`src/rtl/cpu_ctrl_pkg.sv`:
```
// Shared encodings for the EC-1 control unit: opcodes, state codes, A-source selects.
// Latency: n/a (constants, types and a pure decode function only).
// Backpressure: n/a.
//
// Contents:
//   OPCODE_W / STATE_W   widths of the opcode field and the state register
//   OP_*                 opcode values of IR[7:5]
//   state_e              FSM state encoding, also exported on state_o
//   ASEL_*               accumulator source select values
//   exec_state()         opcode -> execute state mapping used by DECODE
package cpu_ctrl_pkg;

    localparam int OPCODE_W = 3;
    localparam int STATE_W  = 4;

    // Instruction opcodes, IR[7:5]
    localparam logic [OPCODE_W-1:0] OP_LOAD  = 3'b000;
    localparam logic [OPCODE_W-1:0] OP_STORE = 3'b001;
    localparam logic [OPCODE_W-1:0] OP_ADD   = 3'b010;
    localparam logic [OPCODE_W-1:0] OP_SUB   = 3'b011;
    localparam logic [OPCODE_W-1:0] OP_INPUT = 3'b100;
    localparam logic [OPCODE_W-1:0] OP_JZ    = 3'b101;
    localparam logic [OPCODE_W-1:0] OP_JPOS  = 3'b110;
    localparam logic [OPCODE_W-1:0] OP_HALT  = 3'b111;

    // State codes. Codes 11..15 are unused and recover to START.
    typedef enum logic [STATE_W-1:0] {
        ST_START  = 4'd0,
        ST_FETCH  = 4'd1,
        ST_DECODE = 4'd2,
        ST_LOAD   = 4'd3,
        ST_STORE  = 4'd4,
        ST_ADD    = 4'd5,
        ST_SUB    = 4'd6,
        ST_INPUT  = 4'd7,
        ST_JZ     = 4'd8,
        ST_JPOS   = 4'd9,
        ST_HALT   = 4'd10
    } state_e;

    // Accumulator source select
    localparam logic [1:0] ASEL_ALU  = 2'b00;
    localparam logic [1:0] ASEL_IN   = 2'b01;
    localparam logic [1:0] ASEL_MEM  = 2'b10;
    localparam logic [1:0] ASEL_ZERO = 2'b11;

    // Execute state that DECODE hands over to for a given opcode.
    function automatic state_e exec_state(input logic [OPCODE_W-1:0] op);
        state_e st;
        case (op)
            OP_LOAD:  st = ST_LOAD;
            OP_STORE: st = ST_STORE;
            OP_ADD:   st = ST_ADD;
            OP_SUB:   st = ST_SUB;
            OP_INPUT: st = ST_INPUT;
            OP_JZ:    st = ST_JZ;
            OP_JPOS:  st = ST_JPOS;
            default:  st = ST_HALT;
        endcase
        return st;
    endfunction

endpackage

```
`src/rtl/cpu_control_fsm_enter_edge.sv`:
```
// Rising-edge detector for the debounced Enter key: one press pulse per key-down.
// Latency: press is combinational from enter, qualified by last cycle's level.
// Backpressure: none; enter_q tracks the key every cycle regardless of CPU state.
//
// Ports:
//   clk    in   rising-edge clock
//   reset  in   asynchronous, active-high; clears enter_q
//   enter  in   debounced Enter level
//   press  out  high while enter is 1 and was 0 on the previous clock
module enter_edge (
    input  logic clk,
    input  logic reset,
    input  logic enter,
    output logic press
);

    logic enter_q;

    // Sampled unconditionally so a key held across instructions is already
    // "seen" when INPUT is entered and cannot count as a fresh press.
    always_ff @(posedge clk or posedge reset) begin
        if (reset) begin
            enter_q <= 1'b0;
        end else begin
            enter_q <= enter;
        end
    end

    assign press = enter & ~enter_q;

endmodule

```
`src/rtl/cpu_control_fsm.sv`:
```
// Control unit of the EC-1 accumulator CPU: FETCH -> DECODE -> EXECUTE sequencing.
// Latency: 3 cycles per instruction; INPUT holds in EXECUTE until an Enter press.
// Backpressure: only the Enter key stalls (INPUT); HALT parks until reset.
//
// Ports:
//   clk, reset            rising-edge clock; async active-high reset to START
//   opcode                IR[7:5], captured by the IR on negedge, stable at posedge
//   aeq0, apos            accumulator status (zero / strictly positive)
//   enter                 debounced Enter key level
//   ir_load, pc_load      IR and PC load strobes
//   jmp_mux               PC source: 0 = PC+1, 1 = IR[3:0]
//   mem_inst              memory address: 0 = PC, 1 = IR[3:0]
//   mem_wr                memory write strobe (A -> M[IR[3:0]])
//   a_sel, a_load         accumulator source select and load
//   alu_sub               ALU op: 0 = add, 1 = subtract
//   halt                  CPU halted indicator
//   state_o               current state code for debug LEDs
module cpu_control_fsm
    import cpu_ctrl_pkg::*;
#(
    parameter int OP_W = 3,
    parameter int ST_W = 4
) (
    input  logic            clk,
    input  logic            reset,
    input  logic [OP_W-1:0] opcode,
    input  logic            aeq0,
    input  logic            apos,
    input  logic            enter,
    output logic            ir_load,
    output logic            pc_load,
    output logic            jmp_mux,
    output logic            mem_inst,
    output logic            mem_wr,
    output logic [1:0]      a_sel,
    output logic            a_load,
    output logic            alu_sub,
    output logic            halt,
    output logic [ST_W-1:0] state_o
);

    state_e state;
    state_e next_state;
    logic   press;

    enter_edge u_enter_edge (
        .clk   (clk),
        .reset (reset),
        .enter (enter),
        .press (press)
    );

    // Next-state logic. DECODE samples the opcode the IR latched on the
    // preceding negedge; every other state ignores it.
    always_comb begin
        next_state = ST_START;
        case (state)
            ST_START:  next_state = ST_FETCH;
            ST_FETCH:  next_state = ST_DECODE;
            ST_DECODE: next_state = exec_state(OPCODE_W'(opcode));
            ST_LOAD,
            ST_STORE,
            ST_ADD,
            ST_SUB,
            ST_JZ,
            ST_JPOS:   next_state = ST_FETCH;
            ST_INPUT:  next_state = press ? ST_FETCH : ST_INPUT;
            ST_HALT:   next_state = ST_HALT;
            default:   next_state = ST_START;
        endcase
    end

    // State register. The asynchronous reset forces START, and because the
    // outputs decode from this register, an in-flight strobe such as mem_wr
    // drops as soon as reset rises rather than at the next edge.
    always_ff @(posedge clk or posedge reset) begin
        if (reset) begin
            state <= ST_START;
        end else begin
            state <= next_state;
        end
    end

    // Output decode. Moore from the state, except pc_load in the conditional
    // jumps (follows live accumulator status) and a_load in INPUT (follows the
    // press pulse so the port value is captured exactly once).
    always_comb begin
        ir_load  = 1'b0;
        pc_load  = 1'b0;
        jmp_mux  = 1'b0;
        mem_inst = 1'b0;
        mem_wr   = 1'b0;
        a_sel    = ASEL_ALU;
        a_load   = 1'b0;
        alu_sub  = 1'b0;
        halt     = 1'b0;
        case (state)
            ST_FETCH: begin
                // Read M[PC] into IR and advance PC to PC+1 together.
                ir_load = 1'b1;
                pc_load = 1'b1;
            end
            ST_DECODE: begin
                // Present the operand address early so memory data is
                // settled when the execute state consumes it.
                mem_inst = 1'b1;
            end
            ST_LOAD: begin
                mem_inst = 1'b1;
                a_sel    = ASEL_MEM;
                a_load   = 1'b1;
            end
            ST_STORE: begin
                mem_inst = 1'b1;
                mem_wr   = 1'b1;
            end
            ST_ADD: begin
                mem_inst = 1'b1;
                a_sel    = ASEL_ALU;
                a_load   = 1'b1;
            end
            ST_SUB: begin
                mem_inst = 1'b1;
                a_sel    = ASEL_ALU;
                alu_sub  = 1'b1;
                a_load   = 1'b1;
            end
            ST_INPUT: begin
                a_sel  = ASEL_IN;
                a_load = press;
            end
            ST_JZ: begin
                jmp_mux = 1'b1;
                pc_load = aeq0;
            end
            ST_JPOS: begin
                jmp_mux = 1'b1;
                pc_load = apos;
            end
            ST_HALT: begin
                halt = 1'b1;
            end
            default: begin
                // START and unused codes: everything stays deasserted.
            end
        endcase
    end

    assign state_o = ST_W'(state);

endmodule

```
`config.mk`:
```
export PLATFORM = sky130hd
export DESIGN_NAME = cpu_control_fsm
export DESIGN_NICKNAME = d
export VERILOG_FILES = /design/src/rtl/cpu_ctrl_pkg.sv /design/src/rtl/cpu_control_fsm_enter_edge.sv /design/src/rtl/cpu_control_fsm.sv
export SDC_FILE = /design/constraint.sdc
export NUM_CORES = 1
export LEC_CHECK = 0
export CAP_MARGIN = 40
export CORE_AREA = 2 2 39 41
export CTS_BUF_LIST = sky130_fd_sc_hd__clkbuf_16
export CTS_CLUSTER_DIAMETER = 60
export DETAILED_ROUTE_END_ITERATION = 7
export DIE_AREA = 0 0 41 43
export GPL_TIMING_DRIVEN = 1
export PLACE_DENSITY_LB_ADDON = 0.08
export SYNTH_ARGS = -nofsm -noshare
export SYNTH_HDL_FRONTEND = slang
export SYNTH_SLANG_ARGS = --single-unit
```
`constraint.sdc`:
```
create_clock -name clk -period 1.5 [get_ports clk]
set_clock_uncertainty 0.2 [all_clocks]
set_input_delay 0.3 -clock clk [delete_from_list [all_inputs] [get_ports clk]]
set_output_delay 0.3 -clock clk [all_outputs]
set_load 0.02 [all_outputs]
```
# Word level (Yosys, flattened, before mapping)
# Cells that the tools add are included.
# totals
word_cells,38
ff_bits,5
inputBits,8
output_inout_bits,14
# op_classes
n_mux,12
n_reduce_logical,6
n_eq_ne,16
n_bitwise,2
# op_table
operator,count
4-bit one-hot mux with 7 select lines,1
4-bit one-hot mux with 5 select lines,1
"4-bit by 3-bit equality test with 1-bit output, second input constant",4
"4-bit equality test, second input constant",3
"3-bit equality test, second input constant",3
"4-bit by 2-bit equality test with 1-bit output, second input constant",2
7-bit OR reduction,1
"3-bit by 2-bit equality test with 1-bit output, second input constant",2
1-bit 2-to-1 mux,6
5-bit OR reduction,1
"4-bit by 1-bit equality test with 1-bit output, second input constant",1
4-bit logical NOT,1
2-bit one-hot mux with 2 select lines,1
"3-bit by 1-bit equality test with 1-bit output, second input constant",1
3-bit logical NOT,1
3-bit 2-to-1 mux,1
1-bit one-hot mux with 3 select lines,1
3-bit OR reduction,1
1-bit one-hot mux with 2 select lines,1
2-bit OR reduction,1
1-bit bitwise AND,1
1-bit NOT,1

# Longest topological paths before layout
# logic_depth
ltp_word,4
mapped_depth,4
ltp_nobuf,3

# Hierarchy
# A second synthesis with hierarchy kept.
# unflattened
hier_cells,50
area_unflattened_um2,399.1
# modules_own_cells
mod,area_per_inst_um2,n_inst,seq_area_each_um2,cells_per_inst
cpu_control_fsm,356.6,1,100.1,47
enter_edge,42.5,1,25.0,3

# Worst setup path before layout
# No wires, ideal clock.
# synth_path
path_kind,register -> output
start,"register state[1], in the netlist state_o[1]"
end,output a_load
path_slack_ns,-0.471
arrival_ns,1.471
required_time_ns,1.000
stages_incl_launch_ff,5
n_path_buf,1
path_cell_list,dfrtp_1 > buf_4 > nand2_1 > nor3b_1 > nor4_1
# synth_between
elab_chain_len,3
elab_cells_between_ends,6
cone_classes,4 x eq/ne; 1 x mux; 1 x reduce/logical
# synth_rtl
element,line,source
start: declaration,cpu_control_fsm.sv:42,state_e state;
start signal: assignment,cpu_control_fsm.sv:80,state <= next_state;
4-bit by 3-bit equality test with 1-bit output / 4-bit by 2-bit equality test with 1-bit output (equally long branches),cpu_control_fsm.sv:97,case (state)
3-bit OR reduction (no line),-,
1-bit one-hot mux with 2 select lines (*),cpu_control_fsm.sv:97,
end: declaration,cpu_control_fsm.sv:36,"output logic a_load,"
# Every way passes the cells marked *; elsewhere a longest branch is shown, timed or not.

# Worst setup path after layout
# layout_path
start,"register state[1], in the netlist state_o[1]"
end,output mem_inst
# layout_between
elab_chain_len,3
elab_cells_between_ends,7
cone_classes,5 x eq/ne; 1 x mux; 1 x reduce/logical
# layout_rtl
element,line,source
4-bit by 3-bit equality test with 1-bit output / 4-bit by 2-bit equality test with 1-bit output (equally long branches),cpu_control_fsm.sv:97,
5-bit OR reduction (no line) (*),-,
1-bit 2-to-1 mux (*),cpu_control_fsm.sv:97,
end: declaration,cpu_control_fsm.sv:33,"output logic mem_inst,"
# Marked as above.

==> summary.md <==
| Metric | Value |
|---|---|
| FF/Latch Area | `130 um^2` |
| Largest net degree at the start of global routing | `8` |
| Gp weighted congestion | `around 0.7` |
| Crit path max fanout | `6` |
| Die W | `just over 40 um` |
| Clock transition at path regs | `~0.030 ns` |
| Failing checks | `setup timing` |
| Tmin final | `1.81 ns` |
| Synth area leaders | `dfrtp_1 (33%), nor3_1 (5.2%), nor2_1 (4.9%)` |
| CP endpoint kind | `output pin` |
| Worst setup path class | `reg -> out` |
| First-pass DRT Iterations | `1` |
| First-pass GRT wire length | `2430 um` |
| Hold-fix buffers, CTS | `0` |
| Fill count | `117` |
| Syn. warnings | `0` |
| Seq cells post-synth | `5` |
| Multi-input gate area | `about 340 um^2` |
| Status | `complete, but fails checks` |
| TritonCTS Sinks | `5` |
| Pleak | `0.470 nW` |
| Area of the die | `approximately 1800 um^2` |
| Top Family by Delay on Critical Path | `simple AND/OR/NAND/NOR gates` |
| Detailed-route wire length per cell | `14.4 um` |
| Vias per inst | `roughly 4.8` |
| Mapped cell area | `384 um^2` |
| Most frequent cells in the layout | `buf_6 (24), buf_4 (16), clkdlybuf4s50_1 (6)` |
| Congestion Overflow GR | `0` |
| Initial core utilization | `between 20 and 30%` |
| Nets | `approximately 100` |
| Register area share after synthesis | `between 30 and 40%` |
| Critical path required time | `1.00 ns` |
| Via Count | `between 500 and 600` |
| Chip Height | `approximately 43 um` |
| CTS buffer count | `3` |
| Rel. slew slack | `between 80% and 90%` |
| Endpoints failing hold | `0` |
| Final Worst Setup Slack | `-0.309 ns` |
| Fin area | `1050 um^2` |
| I/O pins | `22` |
| Layout cells sized above 1 | `about 73%` |
| Synth cell types | `27` |
| RSZ-0062 raised after global routing | `yes` |
| NetSw | `904 uW` |
| CTS tree | `done` |
| Vias in the first global route | `547` |
| Yosys top cell by area | `dfrtp_1` |
| Core footprint | `1380 um^2` |
| CP Cell Sequence | `or2_4, and3_4, buf_6` |
| Max Cap Viol | `0` |
| Residual DRC | `0` |
| Core Util, Final | `approximately 76%` |
| Antenna-violating nets left | `0` |
| Slew Limit Fails | `0` |
| CTS root buffer | `clkbuf_16` |
| Initial DRC count | `0` |
| Clock share of power | `a little under a fifth` |
| Combinational Power Share | `a little over two thirds` |
| Pwr dens | `roughly 2300 nW/um^2` |
| Net Sw Frac | `around 38%` |
| Finished Layout Cells | `roughly 110` |
| Synthesized Nets | `54` |
| Port Buf Inserts | `21` |
| Endpoints failing setup | `16` |
| Worst hold slack | `0.0681 ns` |
| Placed cell areas | `around 750 um^2` |
| Period utilization | `121%` |
| Sequential Power Share | `between 10 and 15%` |
| Clock Latency Late Sink | `0.23 ns` |
| Critical-path top delay cell | `dfrtp_2` |
| Worst vdd ir | `0.00145 V` |
| Final wirelength | `approximately 1600 um` |
| Share of the synthesized area in the top cell type | `roughly a third` |
| P_int | `approximately 1.5 mW` |
| Mean Syn Cell Area | `around 8.4 um^2` |
| Initial antenna violation count | `0` |
| GRT Util Overall | `between 20% and 30%` |
| Antenna cells | `0` |
| Worst stage delay on the critical path | `approximately 0.45 ns` |
| Placed Cells | `93` |
| Worst Path Arrival | `approximately 1.3 ns` |
| Largest buffer count on any clock path | `2` |
| Most common cell after layout, fill and taps aside | `buf_6` |
| HPWL after DPL | `842 um` |
| Htree depth | `1` |
| Mapped Cells | `46` |
| Critical path buffers and inverters | `1` |
| Area Growth Syn to Fin | `173%` |
| Worst slew pin tran | `approximately 0.27 ns` |
| Startpoint Class | `flop` |
| Row cnt | `14` |
| Highest clock rate | `~0.55 GHz` |
| Hold Crit Class | `in -> async` |
[what timing repair did]
item	4_1_cts	5_1_grt
cloned	0	0
buffers inserted	11	5
endpoints found under the setup margin	17	16
resized for setup	99	8
pin swaps	8	8
[cell families (layout without fill, tap and decap cells)]
kind of cell	Yosys count	after routing	share of synthesized area [%]
buf+inv	7	56	10.4
flops	5	5	32.6
simple gates	24	24	38.4
compound gates	9	9	16.3
xor+xnor	1	1	2.28
[final timing paths]
path	from	to	slack, ns	cells past startpoint
max	state_o[1]$_DFF_PP0_	mem_inst	-0.31	3
max in group asynchronous	reset	state_o[3]$_DFF_PP0_	0.85	2
min reg2reg	state_o[2]$_DFF_PP0_	state_o[0]$_DFF_PP0_	0.53	2
min	reset	state_o[1]$_DFF_PP0_	0.07	2
max reg2reg	state_o[0]$_DFF_PP0_	state_o[2]$_DFF_PP0_	-0.17	5
min in group clk	enter	u_enter_edge.enter_q$_DFF_PP0_	0.12	1
[layer usage]
layer	track usage [%]	vias to the layer above	share of wire (%)
li1	-	257	-
met1	27.0	248	39
met2	34.1	22	52
met3	6.28	2	7.0
met4	8.00	0	1.5
met5	0	-	0
[state kept, by name (all words and copies together), names as in the netlist]
signal,count
state_o,4
u_enter_edge.enter_q,1
[final cells by class]
class | instances | area share, %
Tap cell | 16 | 1.91
Timing Repair Buffer | 49 | 45.1
Inverter | 3 | 1.07
Multi-Input combinational cell | 34 | 32.1
Sequential cell | 5 | 12.4
Clock buffer | 3 | 7.15
Clock inverter | 1 | 0.358
[power by group through the flow]
stage                     Sequential [mW]  Clock [mW]  Combinational [mW]
after floorplan                     0.264           0               0.699
after global placement              0.277           0                1.17
after detailed placement            0.278           0                1.17
after CTS                           0.270       0.445                1.55
after global routing                0.271       0.457                1.78
final                               0.266       0.439                1.68
[cells in the mapped netlist]
cell / number
dfrtp_1: 5
nor2_1: 5
nor3_1: 4
inv_1: 3
a21oi_1: 2
buf_2: 2
nand3b_1: 2
nor3b_1: 2
o21a_1: 2
o21ai_0: 2
a2bb2oi_1: 1
and3_1: 1
buf_4: 1
buf_6: 1
nand2_1: 1
nand2b_1: 1
nand2b_4: 1
nand3_1: 1
nor2b_1: 1
nor4_1: 1
o21ai_2: 1
o22a_2: 1
or2_2: 1
or2b_1: 1
or3_1: 1
or4_4: 1
xnor2_1: 1
[through the flow]
| stage | TNS [ns] | worst slack (ns) | power (mW) |
|---|---|---|---|
| CTS | -2.86 | -0.289 | 2.26 |
| global placement | -5.77 | -0.776 | 1.44 |
| detailed placement | -5.80 | -0.805 | 1.45 |
| global route | -3.78 | -0.353 | 2.50 |
| finish | -3.25 | -0.309 | 2.39 |
| floorplan | -0.698 | -0.140 | 0.963 |
(Power assumes the default switching activity.)
==> RTL edit 1, RTL diff (same settings) <==
Add an input register stage for `aeq0`, without a reset; this delays it by one clock. The other inputs are not delayed to match.
--- a/src/rtl/cpu_control_fsm.sv
+++ b/src/rtl/cpu_control_fsm.sv
@@ -38,6 +38,12 @@
     output logic            halt,
     output logic [ST_W-1:0] state_o
 );
+
+    logic aeq0_q;
+
+    always_ff @(posedge clk) begin
+        aeq0_q <= aeq0;
+    end
 
     state_e state;
     state_e next_state;
@@ -131,7 +137,7 @@
             end
             ST_JZ: begin
                 jmp_mux = 1'b1;
-                pc_load = aeq0;
+                pc_load = aeq0_q;
             end
             ST_JPOS: begin
                 jmp_mux = 1'b1;
Formal check against the unedited RTL: not equivalent (Yosys sat finds a counterexample within 4 cycles, from zero or initial values and one cycle with reset high).
==> RTL edit 1 against the original RTL <==
The flow still finishes with violations (setup timing); critical path depth rose by 1; total power is 10% higher; synthesized cell count is 4.3% higher; final area grew 14%; sequential cell count grew 1; synthesized area up 9.8%; die area stayed put; wire length rose by 13%; setup slack improved by 0.010 ns; fmax is 0.58% higher; clock power grew 0.9%; final cell count grew 12%.
==> RTL edit 1: results <==
global_routing:
  grt.met1_usage_pct: 25.7
  grt_pass1_vias: 632
  antenna_found_initial: 0
  use_met2_pct: 38.8
  grt_usage_pct: 24.1
  gr-usage-met3_pct: 5.24
  grt_pass1_wl_um: 2710
  grt_max_degree: 8
cts:
  cts-htree-levels: 1
  cts-root-buf: "clkbuf_16"
  cts_made_buffers: 3
  clockBufferDepth: 2
  path_clk_slew_ns: 0.03
  clk_latency_ns: 0.23
run_status:
  status: "finished, violations left"
  violations: "setup timing"
placed_design:
  hpwl_um: 903
  post_dp_cell_area_um2: 882
  port_buffers: 21
  gp_congestion: 0.751
final_layout:
  largest_reg_flops: 4
  diodes: 0
  layout.nets: 117
  drive_gt1_share_pct: 78.7
critical_path:
  crit_fanout: 5
  worstPathArrival_ns: 1.30
logic_synthesis:
  yosys-top-cells-count: "dfrtp_1 (5), a21oi_1 (4), nand2_1 (4), nor2_1 (4), nor3_1 (4)"
  synth_area_leaders: "dfrtp_1 (30%), buf_6 (8.0%), a21oi_1 (4.7%)"
  ys_seq_area_share_pct: 34.4
  synth.net_count: 56
  yosys_warnings: 0
  yosysUniqueCellTypes: 27
  ys_async_sr_fraction_pct: 83.3
route:
  dr.pass1.iters: 3
  drtIter0Drc: 3
  routedWlPerCell_um: 14.5
  num_vias: 605
timing:
  tightest_slew_ns: 0.225
  fin_ws_ns: -0.298
  setup_viol: 13
power:
  intPower_w: 0.00161
  peakVddDrop_mv: 1.44
  power.leakage_nw: 0.549
hold_path:
  hold_class: "input port to asynchronous set/reset pin"
[RTL edit 1: per-stage QoR]
| step | TNS (ns) | cells | hold WS, ns | total power (W) | setup slack, ns |
|---|---|---|---|---|---|
| floorplan | -0.388 | 48 | -0.122 | 0.00105 | -0.0937 |
| global placement | -6.31 | 103 | 0.305 | 0.00162 | -0.868 |
| detailed placement | -6.32 | 103 | 0.310 | 0.00162 | -0.873 |
| CTS | -2.41 | 124 | 0.0930 | 0.00244 | -0.286 |
| global route | -2.95 | 124 | 0.124 | 0.00275 | -0.345 |
| finish | -2.44 | 124 | 0.0840 | 0.00263 | -0.298 |
[RTL edit 1: repair_timing]
action,4_1_cts,5_1_grt
setup buffers,17,3
endpoints found under the setup margin,14,17
pin swaps,3,6
gates resized for setup,97,11
hold buffers,0,0
endpoints found under the hold margin,0,0
[RTL edit 1: final cells by class]
type                       count  area [um2]
timing repair buffer          60         548
sequential                     6         150
multi-input combinational     36         389
inverter                       2        10.0
clock inverter                 1        3.75
clock buffer                   3        75.1
fill                          73         188
tap                           16        20.0
[RTL edit 1: worst paths after layout]
path	depth (start not counted)	slack [ns]	from	endpoint
worst max-delay path	4	-0.30	state_o[1]	pc_load
worst min-delay path	2	0.08	reset	state_o[2]
worst max register to register	5	0.03	state_o[0]	state_o[0]
worst min register to register	3	0.52	state_o[3]	state_o[0]
max in group asynchronous	2	0.82	reset	state_o[3]
min in group clk	1	0.19	enter	u_enter_edge.enter_q
[RTL edit 1: metal layers]
metal  vias to the layer above  share of wire (%)
li1                        292                  -
met1                       275                 39
met2                        26                 51
met3                        12                4.0
met4                         0                6.3
met5                         -                  0
[RTL edit 1: cell families (layout without fill, tap and decap cells)]
group / after synthesis / in the layout / share of synthesized area [%]
simple gates: 26 / 26 / 37.1
flops: 6 / 6 / 34.4
buf+inv: 6 / 66 / 11.6
compound gates: 9 / 9 / 14.8
xor+xnor: 1 / 1 / 2.08
[RTL edit 1: critical path, stage by stage (launching register included)]
cell and delay, ns:
dfrtp_2 0.44, buf_6 0.15, buf_6 0.11, nor4_4 0.19
buf_4 0.17
[RTL edit 1: power groups by stage]
stage | Combinational [W] | Sequential (W) | Clock [W]
2_1_floorplan | 0.000732 | 0.000316 | 0
3_3_place_gp | 0.00127 | 0.000349 | 0
3_5_place_dp | 0.00127 | 0.000344 | 0
4_1_cts | 0.00171 | 0.000300 | 0.000437
5_1_grt | 0.00197 | 0.000319 | 0.000458
6_report | 0.00187 | 0.000312 | 0.000443
==> RTL edit 2, RTL diff (same settings) <==
Made on the original files. Make the reset (`reset`) synchronous in 2 clocked blocks. Comments in the files are not updated.
--- a/src/rtl/cpu_control_fsm_enter_edge.sv
+++ b/src/rtl/cpu_control_fsm_enter_edge.sv
@@ -18,7 +18,7 @@
 
     // Sampled unconditionally so a key held across instructions is already
     // "seen" when INPUT is entered and cannot count as a fresh press.
-    always_ff @(posedge clk or posedge reset) begin
+    always_ff @(posedge clk) begin
         if (reset) begin
             enter_q <= 1'b0;
         end else begin
--- a/src/rtl/cpu_control_fsm.sv
+++ b/src/rtl/cpu_control_fsm.sv
@@ -73,7 +73,7 @@
     // State register. The asynchronous reset forces START, and because the
     // outputs decode from this register, an in-flight strobe such as mem_wr
     // drops as soon as reset rises rather than at the next edge.
-    always_ff @(posedge clk or posedge reset) begin
+    always_ff @(posedge clk) begin
         if (reset) begin
             state <= ST_START;
         end else begin
Formal check against the unedited RTL: differs if reset is asserted again (counterexample within 4 cycles, from zero or initial values and one cycle with reset high); with reset held inactive, the same outputs for 10 cycles.
==> RTL edit 2 against the original RTL <==
The run still ends with setup timing left; sequential share of layout area shrank 0.65 points; setup slack gained 0.090 ns; wire length shrank 16%; sequential cell count is the same; final area shrank 6.7%; hold slack gained 0.30 ns; synthesized area grew 3.9%; global-route usage shrank 3.6 points; count of clock-buffer cells in the layout is the same; die area is the same; critical endpoint unchanged.
Power is not compared: it rests on default switching activity, and its combinational part moved more than twofold at a synthesized area within 25%.
==> RTL edit 2: results <==
global_routing:
  grt_pass1_wl_um: 2130
  grt.met1_usage_pct: 20.0
  grt_usage_pct: 18.1
  gr-usage-met3_pct: 0
  use_met2_pct: 31.3
  grt_max_degree: 11
  grt_pass1_vias: 504
final_layout:
  layout.nets: 101
  fin_cells: 108
  largest_reg_flops: 4
  drive_gt1_share_pct: 66.3
route:
  wl_met1_um: 532
  wl_met2_um: 719
  drtIter0Drc: 0
  totalWireLength_um: 1340
  viasPerCell: 4.95
  routed-wl-met3_um: 54
placed_design:
  hpwl_um: 947
  dp_slack_ns: -0.885
  gp_congestion: 0.786
  post_dp_cell_area_um2: 791
logic_synthesis:
  yosys-top-cells-count: "nor2_1 (8), dfxtp_1 (5), nor3_1 (4)"
  yosysUniqueCellTypes: 26
  ys_async_sr_fraction_pct: 0
  synth_area_leaders: "dfxtp_1 (25%), nor2_1 (7.5%), nand3b_1 (5.6%)"
  syn-mean-instance-area_um2: 7.98
  ys_seq_area_share_pct: 25.1
  synth.net_count: 58
  yosys_warnings: 0
timing:
  tns_ns: -1.42
  fin_ws_ns: -0.219
  setup_viol: 10
  tightest_slew_ns: 0.239
critical_path:
  worstPathArrival_ns: 1.22
  crit_fanout: 8
cts:
  cts-root-buf: "clkbuf_16"
  clockBufferDepth: 2
hold_path:
  hold_class: "input port to flop"
run_status:
  status: "finished, violations left"
  violations: "setup timing"
power:
  power.leakage_nw: 0.417
==> RTL edit 2: cell types whose count changed after synthesis, moves of 2 or more <==
cell,unedited run,this run
a211o_1,0,2
nor2_1,5,8
nor3b_1,2,0
dfxtp_1,0,5
o21a_1,2,0
dfrtp_1,5,0
==> RTL edit 2: repair_timing <==
action | in CTS | in global routing
setup buffers | 1 | 3
resized for setup | 76 | 20
hold buffers | 0 | 0
setup endpoints to repair | 17 | 15
hold endpoints to repair | 0 | 0
pin swaps | 6 | 8
==> RTL edit 2: where the power goes <==
part | switching (W) | internal (W) | leakage (nW) | total [W]
combinational | 0.000132 | 0.000176 | 0.331 | 0.000307
clock | 0.0000899 | 0.000345 | 0.0423 | 0.000435
sequential | 0.0000231 | 0.000143 | 0.0439 | 0.000166
==> RTL edit 2: critical path: stages (launching register included) <==
cell and delay [ns]:
dfxtp_4 0.37, buf_6 0.13, and3_4 0.17, nor3_4 0.17, buf_6 0.14
==> RTL edit 2: final cells by class <==
| type | instances | area (um2) | share of cell area, % |
|---|---|---|---|
| clock inverters | 1 | 3.75 | 0.383 |
| clock buffers | 3 | 75.1 | 7.66 |
| repair buffers | 42 | 383 | 39.1 |
| multi-input cells | 38 | 372 | 37.9 |
| flip-flops and latches | 5 | 115 | 11.7 |
| inverters | 3 | 11.3 | 1.15 |
| well taps | 16 | 20.0 | 2.04 |
==> RTL edit 2: final timing paths <==
kind | to | from | cells after the start | slack, ns
max | mem_inst | state_o[1] | 4 | -0.22
min reg2reg | state_o[0] | state_o[2] | 3 | 0.42
min | u_enter_edge.enter_q | enter | 3 | 0.37
max reg2reg | state_o[0] | state_o[1] | 5 | 0.03
==> RTL edit 2: cells by family after synthesis <==
logic type | share of synthesized area [%]
buf+inv | 10.0
flops | 25.1
simple gates | 35.4
xor+xnor | 2.19
compound gates | 27.3
